`src/rtl/alu_op_sequencer.sv`:
```
// rtl/alu_op_sequencer.sv - issue stage driving a 32-bit ALU, 64-bit add/sub in two carry-chained passes
//
// Ports:
//   clk, reset_n                     clock, asynchronous active-low reset
//   cmd_valid/cmd_ready              command handshake; cmd_op, cmd_a, cmd_b payload
//   alu_in1/alu_in2/alu_binvert/
//   alu_cin/alu_operation            ALU control and operands (all 0 outside LO/HI)
//   alu_result/alu_carry             combinational ALU result and carry-out
//   rsp_valid/rsp_ready              response handshake
//   rsp_data, rsp_carry, rsp_zero,
//   rsp_neg                          registered result and flags
//   rsp_ovf                          signed overflow flag, only when ALU_SEQ_OVF_EN is defined
module alu_op_sequencer (
    input  logic        clk,
    input  logic        reset_n,
    input  logic        cmd_valid,
    output logic        cmd_ready,
    input  logic [2:0]  cmd_op,
    input  logic [63:0] cmd_a,
    input  logic [63:0] cmd_b,
    output logic [31:0] alu_in1,
    output logic [31:0] alu_in2,
    output logic        alu_binvert,
    output logic        alu_cin,
    output logic [1:0]  alu_operation,
    input  logic [31:0] alu_result,
    input  logic        alu_carry,
    output logic        rsp_valid,
    input  logic        rsp_ready,
    output logic [63:0] rsp_data,
    output logic        rsp_carry,
    output logic        rsp_zero,
    output logic        rsp_neg
`ifdef ALU_SEQ_OVF_EN
    ,
    output logic        rsp_ovf
`endif
);

    localparam logic [2:0] OP_AND32 = 3'b000;
    localparam logic [2:0] OP_OR32  = 3'b001;
    localparam logic [2:0] OP_ADD32 = 3'b010;
    localparam logic [2:0] OP_SUB32 = 3'b011;
    localparam logic [2:0] OP_SLT32 = 3'b100;
    localparam logic [2:0] OP_ADD64 = 3'b101;
    localparam logic [2:0] OP_SUB64 = 3'b110;
    localparam logic [2:0] OP_CLR   = 3'b111;

    typedef enum logic [1:0] {IDLE, LO, HI, RESP} state_t;

    state_t      state_q, state_d;
    logic [2:0]  op_q, op_d;
    logic [63:0] a_q, a_d, b_q, b_d;
    logic [63:0] data_q, data_d;
    logic        carry_q, carry_d;
    logic        rsp_carry_q, rsp_carry_d;
    logic        zero_q, zero_d;
    logic        neg_q, neg_d;

    logic        is_sub;
    logic        y_msb;
    logic        ovf_w;

    assign is_sub = (op_q == OP_SUB32) || (op_q == OP_SLT32) || (op_q == OP_SUB64);

    // Overflow of the pass currently on the ALU, taken from its bit 31.
    assign y_msb = alu_binvert ? ~alu_in2[31] : alu_in2[31];
    assign ovf_w = (alu_in1[31] == y_msb) && (alu_result[31] != alu_in1[31]);

    assign cmd_ready = (state_q == IDLE);
    assign rsp_valid = (state_q == RESP);
    assign rsp_data  = data_q;
    assign rsp_carry = rsp_carry_q;
    assign rsp_zero  = zero_q;
    assign rsp_neg   = neg_q;

    always_comb begin
        alu_in1       = 32'd0;
        alu_in2       = 32'd0;
        alu_binvert   = 1'b0;
        alu_cin       = 1'b0;
        alu_operation = 2'b00;
        case (state_q)
            LO: begin
                if (op_q != OP_CLR) begin
                    alu_in1     = a_q[31:0];
                    alu_in2     = b_q[31:0];
                    alu_binvert = is_sub;
                    alu_cin     = is_sub;
                    case (op_q)
                        OP_AND32: alu_operation = 2'b00;
                        OP_OR32:  alu_operation = 2'b01;
                        default:  alu_operation = 2'b10;
                    endcase
                end
            end
            HI: begin
                alu_in1       = a_q[63:32];
                alu_in2       = b_q[63:32];
                alu_binvert   = is_sub;
                alu_cin       = carry_q;
                alu_operation = 2'b10;
            end
            default: ;
        endcase
    end

    always_comb begin
        state_d     = state_q;
        op_d        = op_q;
        a_d         = a_q;
        b_d         = b_q;
        data_d      = data_q;
        carry_d     = carry_q;
        rsp_carry_d = rsp_carry_q;
        zero_d      = zero_q;
        neg_d       = neg_q;
        case (state_q)
            IDLE: begin
                if (cmd_valid) begin
                    op_d    = cmd_op;
                    a_d     = cmd_a;
                    b_d     = cmd_b;
                    state_d = LO;
                end
            end
            LO: begin
                carry_d     = alu_carry;
                rsp_carry_d = 1'b0;
                state_d     = RESP;
                case (op_q)
                    OP_AND32, OP_OR32: data_d = {32'd0, alu_result};
                    OP_ADD32, OP_SUB32: begin
                        data_d      = {32'd0, alu_result};
                        rsp_carry_d = alu_carry;
                    end
                    OP_SLT32: data_d = {63'd0, alu_result[31] ^ ovf_w};
                    OP_ADD64, OP_SUB64: begin
                        data_d[31:0] = alu_result;
                        state_d      = HI;
                    end
                    default: data_d = 64'd0;
                endcase
                zero_d = (data_d == 64'd0);
                neg_d  = data_d[31];
            end
            HI: begin
                data_d[63:32] = alu_result;
                rsp_carry_d   = alu_carry;
                zero_d        = (data_d == 64'd0);
                neg_d         = alu_result[31];
                state_d       = RESP;
            end
            RESP: begin
                if (rsp_ready) begin
                    state_d = IDLE;
                end
            end
            default: state_d = IDLE;
        endcase
    end

    always_ff @(posedge clk or negedge reset_n) begin
        if (!reset_n) begin
            state_q     <= IDLE;
            op_q        <= 3'd0;
            a_q         <= 64'd0;
            b_q         <= 64'd0;
            data_q      <= 64'd0;
            carry_q     <= 1'b0;
            rsp_carry_q <= 1'b0;
            zero_q      <= 1'b0;
            neg_q       <= 1'b0;
        end else begin
            state_q     <= state_d;
            op_q        <= op_d;
            a_q         <= a_d;
            b_q         <= b_d;
            data_q      <= data_d;
            carry_q     <= carry_d;
            rsp_carry_q <= rsp_carry_d;
            zero_q      <= zero_d;
            neg_q       <= neg_d;
        end
    end

`ifdef ALU_SEQ_OVF_EN
    logic ovf_q;

    // The 64-bit LO pass clears the flag; the HI pass then supplies the real value.
    always_ff @(posedge clk or negedge reset_n) begin
        if (!reset_n) begin
            ovf_q <= 1'b0;
        end else if (state_q == LO) begin
            ovf_q <= ((op_q == OP_ADD32) || (op_q == OP_SUB32)) ? ovf_w : 1'b0;
        end else if (state_q == HI) begin
            ovf_q <= ovf_w;
        end
    end

    assign rsp_ovf = ovf_q;
`endif

endmodule

```
`config.mk`:
```
export PLATFORM = sky130hd
export DESIGN_NAME = alu_op_sequencer
export DESIGN_NICKNAME = d
export VERILOG_FILES = /design/src/rtl/alu_op_sequencer.sv
export SDC_FILE = /design/constraint.sdc
export NUM_CORES = 1
export LEC_CHECK = 0
export CAP_MARGIN = 20
export CELL_PAD_IN_SITES_DETAIL_PLACEMENT = 0
export CELL_PAD_IN_SITES_GLOBAL_PLACEMENT = 1
export CORE_MARGIN = 3
export CORE_UTILIZATION = 38
export DETAILED_ROUTE_END_ITERATION = 8
export PLACE_DENSITY = 0.95
export SYNTH_ARGS = -nofsm -noshare
export SYNTH_HDL_FRONTEND = slang
export SYNTH_SLANG_ARGS = --single-unit
export TNS_END_PERCENT = 10
```
`constraint.sdc`:
```
create_clock -name clk -period 3 [get_ports clk]
set_input_delay 0.6 -clock clk [delete_from_list [all_inputs] [get_ports clk]]
set_output_delay 0.6 -clock clk [all_outputs]
set_load 0.03 [all_outputs]
```
==> reports/metrics.yaml, run 1 <==
place:
  dp_hpwl_um: 18640
  gp_congestion: 0.8759
  placed_cells_incl_taps: 1280
  dpl_cell_area_um2: 12210
  portBuffers: 304
timing:
  max-slew-margin-rel: 0.4323
  rsz0062_at_grt: "false"
  fin_skew_ns: 0.009666
  finalHoldViolations: 0
  finalMaxSlewViolations: 0
  fin_crit_sh: 0.9551
  fmax_mhz: 349.0
  fin_crit_ns: 2.865
  setup_viol: 0
  finalSetupTns_ns: 0
  worst_pin_slew_ns: 0.8483
synth:
  synth_top_family_by_area: "multiplexers"
  muxShareOfSynthArea: 0.1660
  synth_xor_xnor_area_share: 0.0009779
  ys_ff_latch: 201
  ys_seq_area_frac: 0.5616
  synth_cell_type_count: 43
  synthCells: 703
  yosysWarningCount: 0
  syn_nets: 875
  synth_compound_area_frac: 0.1330
  synth_fa_ha_area_frac: 0.005588
  synth_async_sr_flop_share: 1.000
  synth-main-ff-cell: "dfrtp_1"
  synth_edf_count: 0
  synth_simple_gate_area_frac: 0.09891
  syn_area_per_cell_um2: 12.74
  syn_area_um2: 8956
die:
  initial_core_util: 0.3908
  core_um2: 22920
  die_h_um: 159.5
  num_rows: 55
  fp.dieW_um: 159.5
  die_area_um2: 25450
  io_pins: 305
clock_network:
  cts.path.max_buffers: 3
  htreeDepth: 1
  cts_root_buffer: "clkbuf_16"
  worstSkewPairLatency_ns: 0.50
  numCtsBuffers: 23
  post_cts_buffers: 0
  clkSlewWorstSetupHoldPaths_ns: 0.06
  clock_sinks: 201
  cts_tree: "yes"
  cts_hold_buf: 0
final_layout:
  fin_area_um2: 12980
  area.growth.synth_to_final_pct: 44.91
  final_util: 0.5664
  final_net_count: 1165
  stdcell_count: 1320
  drive_gt1_frac: 0.2642
  diodes: 0
routing:
  drcViolationCount: 0
  dr.first_iter.drc_count: 386
  drt-total-wl_um: 26520
  vias_per_cell: 5.310
  dr_total_vias: 7009
  route.detailed.wl_per_inst_um: 20.09
  antenna_left: 0
  drt_pass1_iterations: 4
worst_setup_path:
  critical-path-slowest-cell: "dfrtp_1"
  crit_buf_inv: 3
  path_max_fanout: 32
  crit_path_max_incr_delay_ns: 0.41
  crit_path_end_kind: "output port"
  critical_path_class: "reg -> out"
  crit_arrival_ns: 2.27
  required_ns: 2.40
  critPathTopFamily: "buffers and inverters"
  cp_cell_sequence: "inv_1, ha_2, and2_2, buf_12, a22oi_1, nor2b_1, buf_4"
  critPathLaunchType: "flop"
pwr:
  switching_power_uw: 6758
  p_int_uw: 9568
  p_clk_frac: 0.165
  p_sw_frac: 0.4139
  p_comb_frac: 0.529
  cellPowerDensity_nw_per_um2: 1258
  p_seq_frac: 0.306
  p_leak_uw: 0.005418
  ir_worst_vdd_uv: 698.5
grt:
  grt_pass1_vias: 7537
  grt_overflow: 0
  grt_max_degree: 91
  grt_pass1_wl_um: 41940
  grt_usage: 0.2016
  antenna_found_initial: 3
run_status:
  status: "completed"
flow_run:
  maxCapViolCount: 0
hold_path:
  min_path_type: "in -> async"
## layout make-up
cell class	instances	area [µm²]
Sequential cell	201	5031
Inverter	6	22.52
Clock buffer	32	669.4
Tap cell	313	391.6
Timing Repair Buffer	321	3163
Fill cell	1923	9937
Multi-Input combinational cell	440	3638
Clock inverter	7	62.56
## kinds of logic (layout without fill, tap and decap cells)
family                   after synthesis  after routing
multiplexers                         132            132
adder cells (fa/ha/maj)                4              4
XOR/XNOR                               1              1
AND/OR/NAND/NOR                      155            155
AO/OA/AOI/OAI                        148            148
buffers and inverters                 62            366
flip-flops                           201            201
## registers in the layout, indices dropped and copies added, names as in the netlist
signal and cells:
rsp_data 64, rsp_zero 1, rsp_carry 1, rsp_neg 1, a_q 64, b_q 64, carry_q 1, state_q 2
op_q 3
## cells in the mapped netlist, types with 6 or more instances
cell	count	area, µm²
nor2b_1	67	419.2
nand3_1	6	30.03
buf_2	29	145.1
mux2_2	132	1486
inv_1	6	22.52
o2bb2ai_1	31	271.5
dfrtp_1	201	5030
clkbuf_1	21	78.83
a22oi_1	62	465.5
nand2_1	36	135.1
a22o_1	32	280.3
nor4_1	23	143.9
## worst paths after layout
check	end	cells after the start	from	slack, ns
min reg2reg	b_q[31]	1	b_q[31]	0.50
max	alu_in2[18]	7	state_q[1]	0.13
min	rsp_data[59]	1	reset_n	0.11
max reg2reg	rsp_data[49]	6	state_q[0]	0.65
max in group asynchronous	b_q[45]	2	reset_n	2.17
min in group clk	b_q[31]	1	b_q[31]	0.50
## through the flow
step | worst slack (ns) | total power [µW] | hold slack, ns
after floorplan | 0.5486 | 10440 | 0.3044
after global placement | 0.5246 | 13460 | 0.4875
after detailed placement | 0.5204 | 13630 | 0.4938
after CTS | 0.07741 | 16410 | 0.1335
after global routing | 0.01771 | 17240 | 0.1486
final | 0.1347 | 16330 | 0.1147
## power groups by stage
stage	Clock, µW	Combinational, µW	Sequential (µW)
2_1_floorplan	0	4940	5490
3_3_place_gp	0	8500	4950
3_5_place_dp	0	8620	5020
4_1_cts	2770	8650	4990
5_1_grt	2870	9220	5150
6_report	2700	8640	4990
## placed cells by master (no fill, tap or decap), types with 2 or more instances in the layout
cell type | Yosys | final
o211ai_1 | 2 | 2
clkbuf_16 | 0 | 24
a22o_1 | 32 | 32
clkbuf_1 | 21 | 3
mux2_2 | 132 | 132
inv_1 | 6 | 6
o21ai_0 | 4 | 4
o2bb2ai_1 | 31 | 31
nor4_1 | 23 | 23
a22oi_1 | 62 | 62
and2_1 | 4 | 3
nand3b_1 | 2 | 2
clkbuf_8 | 0 | 7
nand4_1 | 3 | 3
clkdlybuf4s50_1 | 0 | 235
dfrtp_1 | 201 | 200
nand2_1 | 36 | 35
buf_12 | 0 | 11
o21a_1 | 2 | 2
nor2_1 | 4 | 4
and2b_1 | 2 | 2
nor3_1 | 2 | 2
buf_4 | 1 | 72
ha_2 | 0 | 3
nand3_1 | 6 | 6
a21oi_1 | 5 | 5
clkinv_2 | 0 | 5
nor2b_1 | 67 | 67
## routing by layer
layer,up-vias,GRT usage,wire [µm]
met3,58,0.06816,2485
li1,3175,-,-
met2,312,0.3370,12580
met4,6,0.05889,787
met1,3458,0.2486,10620
met5,-,0,53
## repair_timing
| action | in CTS | in global routing |
|---|---|---|
| endpoints found under the setup margin | 1 | 22 |
| resized for setup | 1 | 2 |
| gates cloned | 0 | 1 |
| endpoints found under the hold margin | 0 | 0 |
(Power assumes the default switching activity.)
==> run 2: changes to the inputs <==
--- a/config.mk
+++ b/config.mk
@@ -5,10 +5,10 @@
 export SDC_FILE = /design/constraint.sdc
 export NUM_CORES = 1
 export LEC_CHECK = 0
-export CAP_MARGIN = 20
+export CAP_MARGIN = 0
 export CELL_PAD_IN_SITES_DETAIL_PLACEMENT = 0
 export CELL_PAD_IN_SITES_GLOBAL_PLACEMENT = 1
-export CORE_MARGIN = 3
+export CORE_MARGIN = 10
 export CORE_UTILIZATION = 38
 export DETAILED_ROUTE_END_ITERATION = 8
 export PLACE_DENSITY = 0.95
==> run 2 against run 1 <==
Compared with the run above: via count decreased by 0.17%; non-clock buffer count increased by 1; sequential share of layout area decreased by 0.28 points; global-route usage decreased by 2.0 points; setup slack improved by 0.034 ns; clock power increased by 6%; routed wire length increased by 8.3%; die area increased by 18%; critical path type unchanged; largest cell class unchanged.
==> reports/metrics.yaml, run 2 (synthesis gave the netlist of run 1 again) <==
run_status:
  status: "completed"  # unchanged
routing:
  antenna_left: 0  # unchanged
  vias_per_cell: 5.257  # was 5.310
  drt_pass1_iterations: 4  # unchanged
  drcViolationCount: 0  # unchanged
  dr_total_vias: 6997  # was 7,009
  route.detailed.wl_per_inst_um: 21.58  # was 20.09 µm
  dr.first_iter.drc_count: 525  # was 386
  drt-total-wl_um: 28730  # was 26,520 µm
timing:
  rsz0062_at_grt: "false"  # unchanged
  max-slew-margin-rel: 0.3999  # was 0.4323
  worst_pin_slew_ns: 0.8968  # was 0.8483 ns
  finalHoldViolations: 0  # unchanged
  fmax_mhz: 353.1  # was 349.0 MHz
  finalMaxSlewViolations: 0  # unchanged
  fin_crit_ns: 2.832  # was 2.865 ns
  fin_skew_ns: 0.007730  # was 0.009666 ns
  fin_crit_sh: 0.9439  # was 0.9551
  finalSetupTns_ns: 0  # unchanged
  setup_viol: 0  # unchanged
  hold_slack_ns: 0.1220  # was 0.1147 ns
pwr:
  cellPowerDensity_nw_per_um2: 1273  # was 1258 nW/µm²
  p_leak_uw: 0.005462  # was 0.005418 µW
  ir_worst_vdd_uv: 692.6  # was 698.5 µV
  total_power_uw: 16630  # was 16,330 µW
worst_setup_path:
  crit_arrival_ns: 2.23  # was 2.27 ns
  required_ns: 2.40  # about the same
  path_max_fanout: 29  # was 32
  critical_path_class: "reg -> out"  # unchanged
  critPathTopFamily: "buffers and inverters"  # unchanged
  critical-path-slowest-cell: "dfrtp_1"  # unchanged
  critPathLaunchType: "flop"  # unchanged
  cp_cell_sequence: "inv_1, ha_1, and2_4, buf_12, a22oi_1, nor2b_1, buf_4"  # was inv_1, ha_2, and2_2, buf_12, a22oi_1, nor2b_1, buf_4
  crit_buf_inv: 3  # unchanged
  crit_path_end_kind: "output port"  # unchanged
  crit_path_max_incr_delay_ns: 0.41  # about the same
final_layout:
  multi_input_area_um2: 3637  # was 3638 µm²
  stdcell_count: 1331  # was 1,320
  layout_commonest_cell: "clkdlybuf4s50_1"  # unchanged
  drive_gt1_frac: 0.2651  # was 0.2642
  area.growth.synth_to_final_pct: 45.93  # was 44.91%
  final_util: 0.5602  # was 0.5664
  regArea_um2: 5030  # was 5031 µm²
  final_cell_mix: "235 x clkdlybuf4s50_1, 201 x dfrtp_1, 132 x mux2_2, 70 x buf_4, 67 x nor2b_1"  # was 235 x clkdlybuf4s50_1, 200 x dfrtp_1, 132 x mux2_2, 72 x buf_4, 67 x nor2b_1
  n_fill_cell: 1965  # was 1,923
  final_net_count: 1166  # was 1,165
die:
  io_pins: 305  # unchanged
  core_um2: 23330  # was 22,920 µm²
  initial_core_util: 0.3838  # was 0.3908
  fp.dieW_um: 173.5  # was 159.5 µm
  die_area_um2: 30110  # was 25,450 µm²
  num_rows: 56  # was 55
  die_h_um: 173.5  # was 159.5 µm
grt:
  grt_max_degree: 71  # was 91
  antenna_found_initial: 2  # was 3
  grt_pass1_vias: 7349  # was 7,537
  grt_usage: 0.1819  # was 0.2016
  grt_pass1_wl_um: 44020  # was 41,940 µm
  grt_overflow: 0  # unchanged
clock_network:
  clkSlewWorstSetupHoldPaths_ns: 0.06  # about the same
  numCtsBuffers: 23  # unchanged
  cts_tree: "yes"  # unchanged
  cts.path.max_buffers: 3  # unchanged
  worstSkewPairLatency_ns: 0.51  # was 0.50 ns
  cts_root_buffer: "clkbuf_16"  # unchanged
  cts_hold_buf: 0  # unchanged
  htreeDepth: 1  # unchanged
  clock_sinks: 201  # unchanged
place:
  placed_cells_incl_taps: 1288  # was 1,280
  dp_hpwl_um: 20880  # was 18,640 µm
  gp_congestion: 0.8730  # was 0.8759
  portBuffers: 304  # unchanged
flow_run:
  maxCapViolCount: 0  # unchanged
hold_path:
  min_path_type: "in -> async"  # unchanged
-- run 2: power by group --
group | switching [µW] | internal (µW)
Combinational | 4870 | 3940
Sequential | 909 | 4060
Clock | 1150 | 1700
-- run 2: final cells by class --
| class | instances | area share |
|---|---|---|
| Tap cell | 319 | 0.03054 |
| Multi-Input combinational cell | 440 | 0.2783 |
| Antenna cell | 1 | 0.0001915 |
| Inverter | 6 | 0.001723 |
| Clock inverter | 8 | 0.006031 |
| Timing Repair Buffer | 322 | 0.2451 |
| Sequential cell | 201 | 0.3848 |
| Clock buffer | 34 | 0.05332 |
-- run 2: metal layers --
layer | up-vias | part of all wire | track usage
met5 | - | 0 | 0
met2 | 300 | 0.48 | 0.3000
li1 | 3169 | - | -
met1 | 3486 | 0.40 | 0.2149
met4 | 0 | 0.025 | 0.05246
met3 | 42 | 0.097 | 0.07188
-- run 2: final timing paths --
path / from / endpoint / slack [ns] / depth (start not counted)
hold reg to reg: b_q[54] / b_q[54] / 0.51 / 1
min in group clk: b_q[54] / b_q[54] / 0.51 / 1
setup / recovery: state_q[1] / alu_in2[5] / 0.17 / 7
hold / removal: reset_n / rsp_data[63] / 0.12 / 1
setup reg to reg: state_q[0] / rsp_data[49] / 0.79 / 6
max in group asynchronous: reset_n / rsp_data[7] / 2.14 / 2
-- run 2: worst reg2reg max path, cell delays in order (launching register included) --
cell and delay (ns):
dfrtp_1 0.40, inv_1 0.10, ha_2 0.40, buf_4 0.21, and2_1 0.47, buf_4 0.36
a22o_1 0.21
-- run 2: per-stage QoR --
stage                     setup WS, ns  instance area (µm²)
after floorplan                 0.5486                 8956
after global placement          0.5891                12290
after detailed placement        0.5678                12290
after CTS                      0.03914                13060
after global routing           0.01213                13070
final                           0.1682                13070
-- run 2: what timing repair did --
| action | in CTS | in global routing |
|---|---|---|
| pin swaps | 0 | 0 |
| gates resized for setup | 1 | 1 |
| setup endpoints to repair | 1 | 2 |
| setup buffers | 0 | 0 |
==> run 3: changes to the inputs <==
--- a/config.mk
+++ b/config.mk
@@ -10,8 +10,10 @@
 export CELL_PAD_IN_SITES_GLOBAL_PLACEMENT = 1
 export CORE_MARGIN = 10
 export CORE_UTILIZATION = 38
+export CTS_CLUSTER_DIAMETER = 40
 export DETAILED_ROUTE_END_ITERATION = 8
 export PLACE_DENSITY = 0.95
+export RECOVER_POWER = 100
 export SYNTH_ARGS = -nofsm -noshare
 export SYNTH_HDL_FRONTEND = slang
 export SYNTH_SLANG_ARGS = --single-unit
==> run 3 against run 2 <==
Compared with the run above: die area is the same; core utilization grew 0.25 points; the run now ends with capacitance limit, slew limit left; sequential share of layout area shrank 0.17 points; flip-flop and latch count is the same; non-clock buffer count is the same; maximum frequency shrank 2.0%; combinational power shrank 5.4%.
==> reports/metrics.yaml, run 3 (synthesis gave the netlist of run 1 again) <==
run_status:
  status: "complete, but fails checks"  # was completed
  violations: "capacitance limit, slew limit"
hold_path:
  min_path_type: "reg -> reg"  # was in -> async
pwr:
  p_sw_frac: 0.4109  # was 0.4167
  switching_power_uw: 6997  # was 6932 µW
  ir_worst_vdd_uv: 704.0  # was 692.6 µV
  p_int_uw: 10030  # was 9702 µW
  p_leak_uw: 0.005671  # was 0.005462 µW
  p_seq_frac: 0.291  # was 0.299
  p_clk_frac: 0.220  # was 0.171
  cellPowerDensity_nw_per_um2: 1297  # was 1273 nW/µm²
  p_comb_frac: 0.489  # was 0.530
  total_power_uw: 17030  # was 16,630 µW
clock_network:
  cts.path.max_buffers: 3  # unchanged
  worstSkewPairLatency_ns: 0.53  # was 0.51 ns
  clkSlewWorstSetupHoldPaths_ns: 0.06  # about the same
  htreeDepth: 1  # unchanged
  numCtsBuffers: 29  # was 23
  cts_tree: "yes"  # unchanged
  cts_root_buffer: "clkbuf_16"  # unchanged
  clock_sinks: 201  # unchanged
  post_cts_buffers: 0  # unchanged
timing:
  finalSetupTns_ns: 0  # unchanged
  fmax_mhz: 346.2  # was 353.1 MHz
  max-slew-margin-rel: -0.2341  # was 0.3999
  worst_pin_slew_ns: 1.851  # was 0.8968 ns
  finalHoldViolations: 0  # unchanged
  fin_crit_sh: 0.9628  # was 0.9439
  rsz0062_at_grt: "false"  # unchanged
  fin_skew_ns: 0.01513  # was 0.007730 ns
  fin_crit_ns: 2.888  # was 2.832 ns
  setup_viol: 0  # unchanged
  finalMaxSlewViolations: 71  # was 0
routing:
  antenna_left: 0  # unchanged
  drcViolationCount: 0  # unchanged
  dr_total_vias: 7075  # was 6,997
  drt-total-wl_um: 28750  # was 28,730 µm
  drt_pass1_iterations: 5  # was 4
  vias_per_cell: 5.276  # was 5.257
  dr.first_iter.drc_count: 529  # was 525
  route.detailed.wl_per_inst_um: 21.44  # was 21.58 µm
worst_setup_path:
  crit_path_end_kind: "output port"  # unchanged
  critPathLaunchType: "flop"  # unchanged
  critical_path_class: "reg -> out"  # unchanged
  path_max_fanout: 29  # unchanged
  required_ns: 2.40  # about the same
  crit_arrival_ns: 2.29  # was 2.23 ns
die:
  core_um2: 23330  # unchanged
  fp.dieW_um: 173.5  # unchanged
  die_area_um2: 30110  # unchanged
  die_h_um: 173.5  # unchanged
  io_pins: 305  # unchanged
  num_rows: 56  # unchanged
  initial_core_util: 0.3838  # unchanged
grt:
  grt_usage: 0.1820  # was 0.1819
  grt_pass1_vias: 7398  # was 7,349
  grt_overflow: 0  # unchanged
  grt_max_degree: 71  # unchanged
  antenna_found_initial: 2  # unchanged
  grt_pass1_wl_um: 44240  # was 44,020 µm
place:
  dpl_cell_area_um2: 12290  # unchanged
  gp_congestion: 0.8730  # unchanged
  portBuffers: 304  # unchanged
  dp_hpwl_um: 20880  # unchanged
final_layout:
  final_net_count: 1172  # was 1,166
  final_util: 0.5626  # was 0.5602
  layout_commonest_cell: "dfrtp_1"  # was clkdlybuf4s50_1
  final_cell_mix: "201 x dfrtp_1, 166 x clkdlybuf4s50_1, 132 x mux2_2, 69 x dlygate4sd3_1, 67 x nor2b_1"  # was 235 x clkdlybuf4s50_1, 201 x dfrtp_1, 132 x mux2_2, 70 x buf_4, 67 x nor2b_1
  fin_area_um2: 13130  # was 13,070 µm²
  area.growth.synth_to_final_pct: 46.58  # was 45.93%
  drive_gt1_frac: 0.2684  # was 0.2651
flow_run:
  maxCapViolCount: 1  # was 0
run 3: power by group through the flow:
stage	sequential (µW)	clock, µW	combinational [µW]
2_1_floorplan	5490	0	4940
5_1_grt	5120	3930	8920
3_5_place_dp	5000	0	8880
3_3_place_gp	4960	0	8770
4_1_cts	4970	3810	8920
6_report	4960	3740	8330
run 3: what timing repair did:
item,4_1_cts,5_1_grt
gates resized for setup,1,1
pin swaps,0,0
setup endpoints to repair,4,3
hold buffers,0,0
run 3: layout make-up:
type,count,area (µm²)
well taps,319,399.1
multi-input cells,440,3627
clock inverters,16,275.3
fillers,2002,10200
repair buffers,322,2969
flip-flops and latches,201,5030
clock buffers,36,802.0
diodes,1,2.502
inverters,6,22.52
run 3: path summary, 6_finish.rpt:
kind	startpoint	end	slack (ns)	depth (start not counted)
worst max-delay path	state_q[1]	alu_in1[21]	0.11	7
worst min-delay path	b_q[54]	b_q[54]	0.50	1
worst max register to register	state_q[0]	a_q[17]	0.22	5
worst min register to register	b_q[54]	b_q[54]	0.50	1
max in group asynchronous	reset_n	b_q[25]	0.54	2
min in group asynchronous	reset_n	rsp_data[63]	0.60	1
run 3: critical path, cell delays in order, from the launching register on:
cell and delay, ns:
dfrtp_1 0.40, inv_1 0.10, ha_1 0.18, and2_4 0.31
buf_12 0.23, a22oi_1 0.09, nor2b_1 0.21, buf_4 0.20
run 3: routing by layer:
metal,vias to the layer above,global-route usage,share of wire
met5,-,0,0
met4,0,0.05354,0.026
met3,52,0.07624,0.11
met2,317,0.2976,0.48
met1,3516,0.2141,0.39
li1,3190,-,-
run 3: stage by stage:
stage	hold WS, ns	std cells	setup WS, ns
6_report	0.5034	1341	0.1116
5_1_grt	0.5118	1341	0.01138
4_1_cts	0.1039	1340	0.02794
3_5_place_dp	0.4937	1288	0.5678
3_3_place_gp	0.4880	1288	0.5891
2_1_floorplan	0.3044	703	0.5486
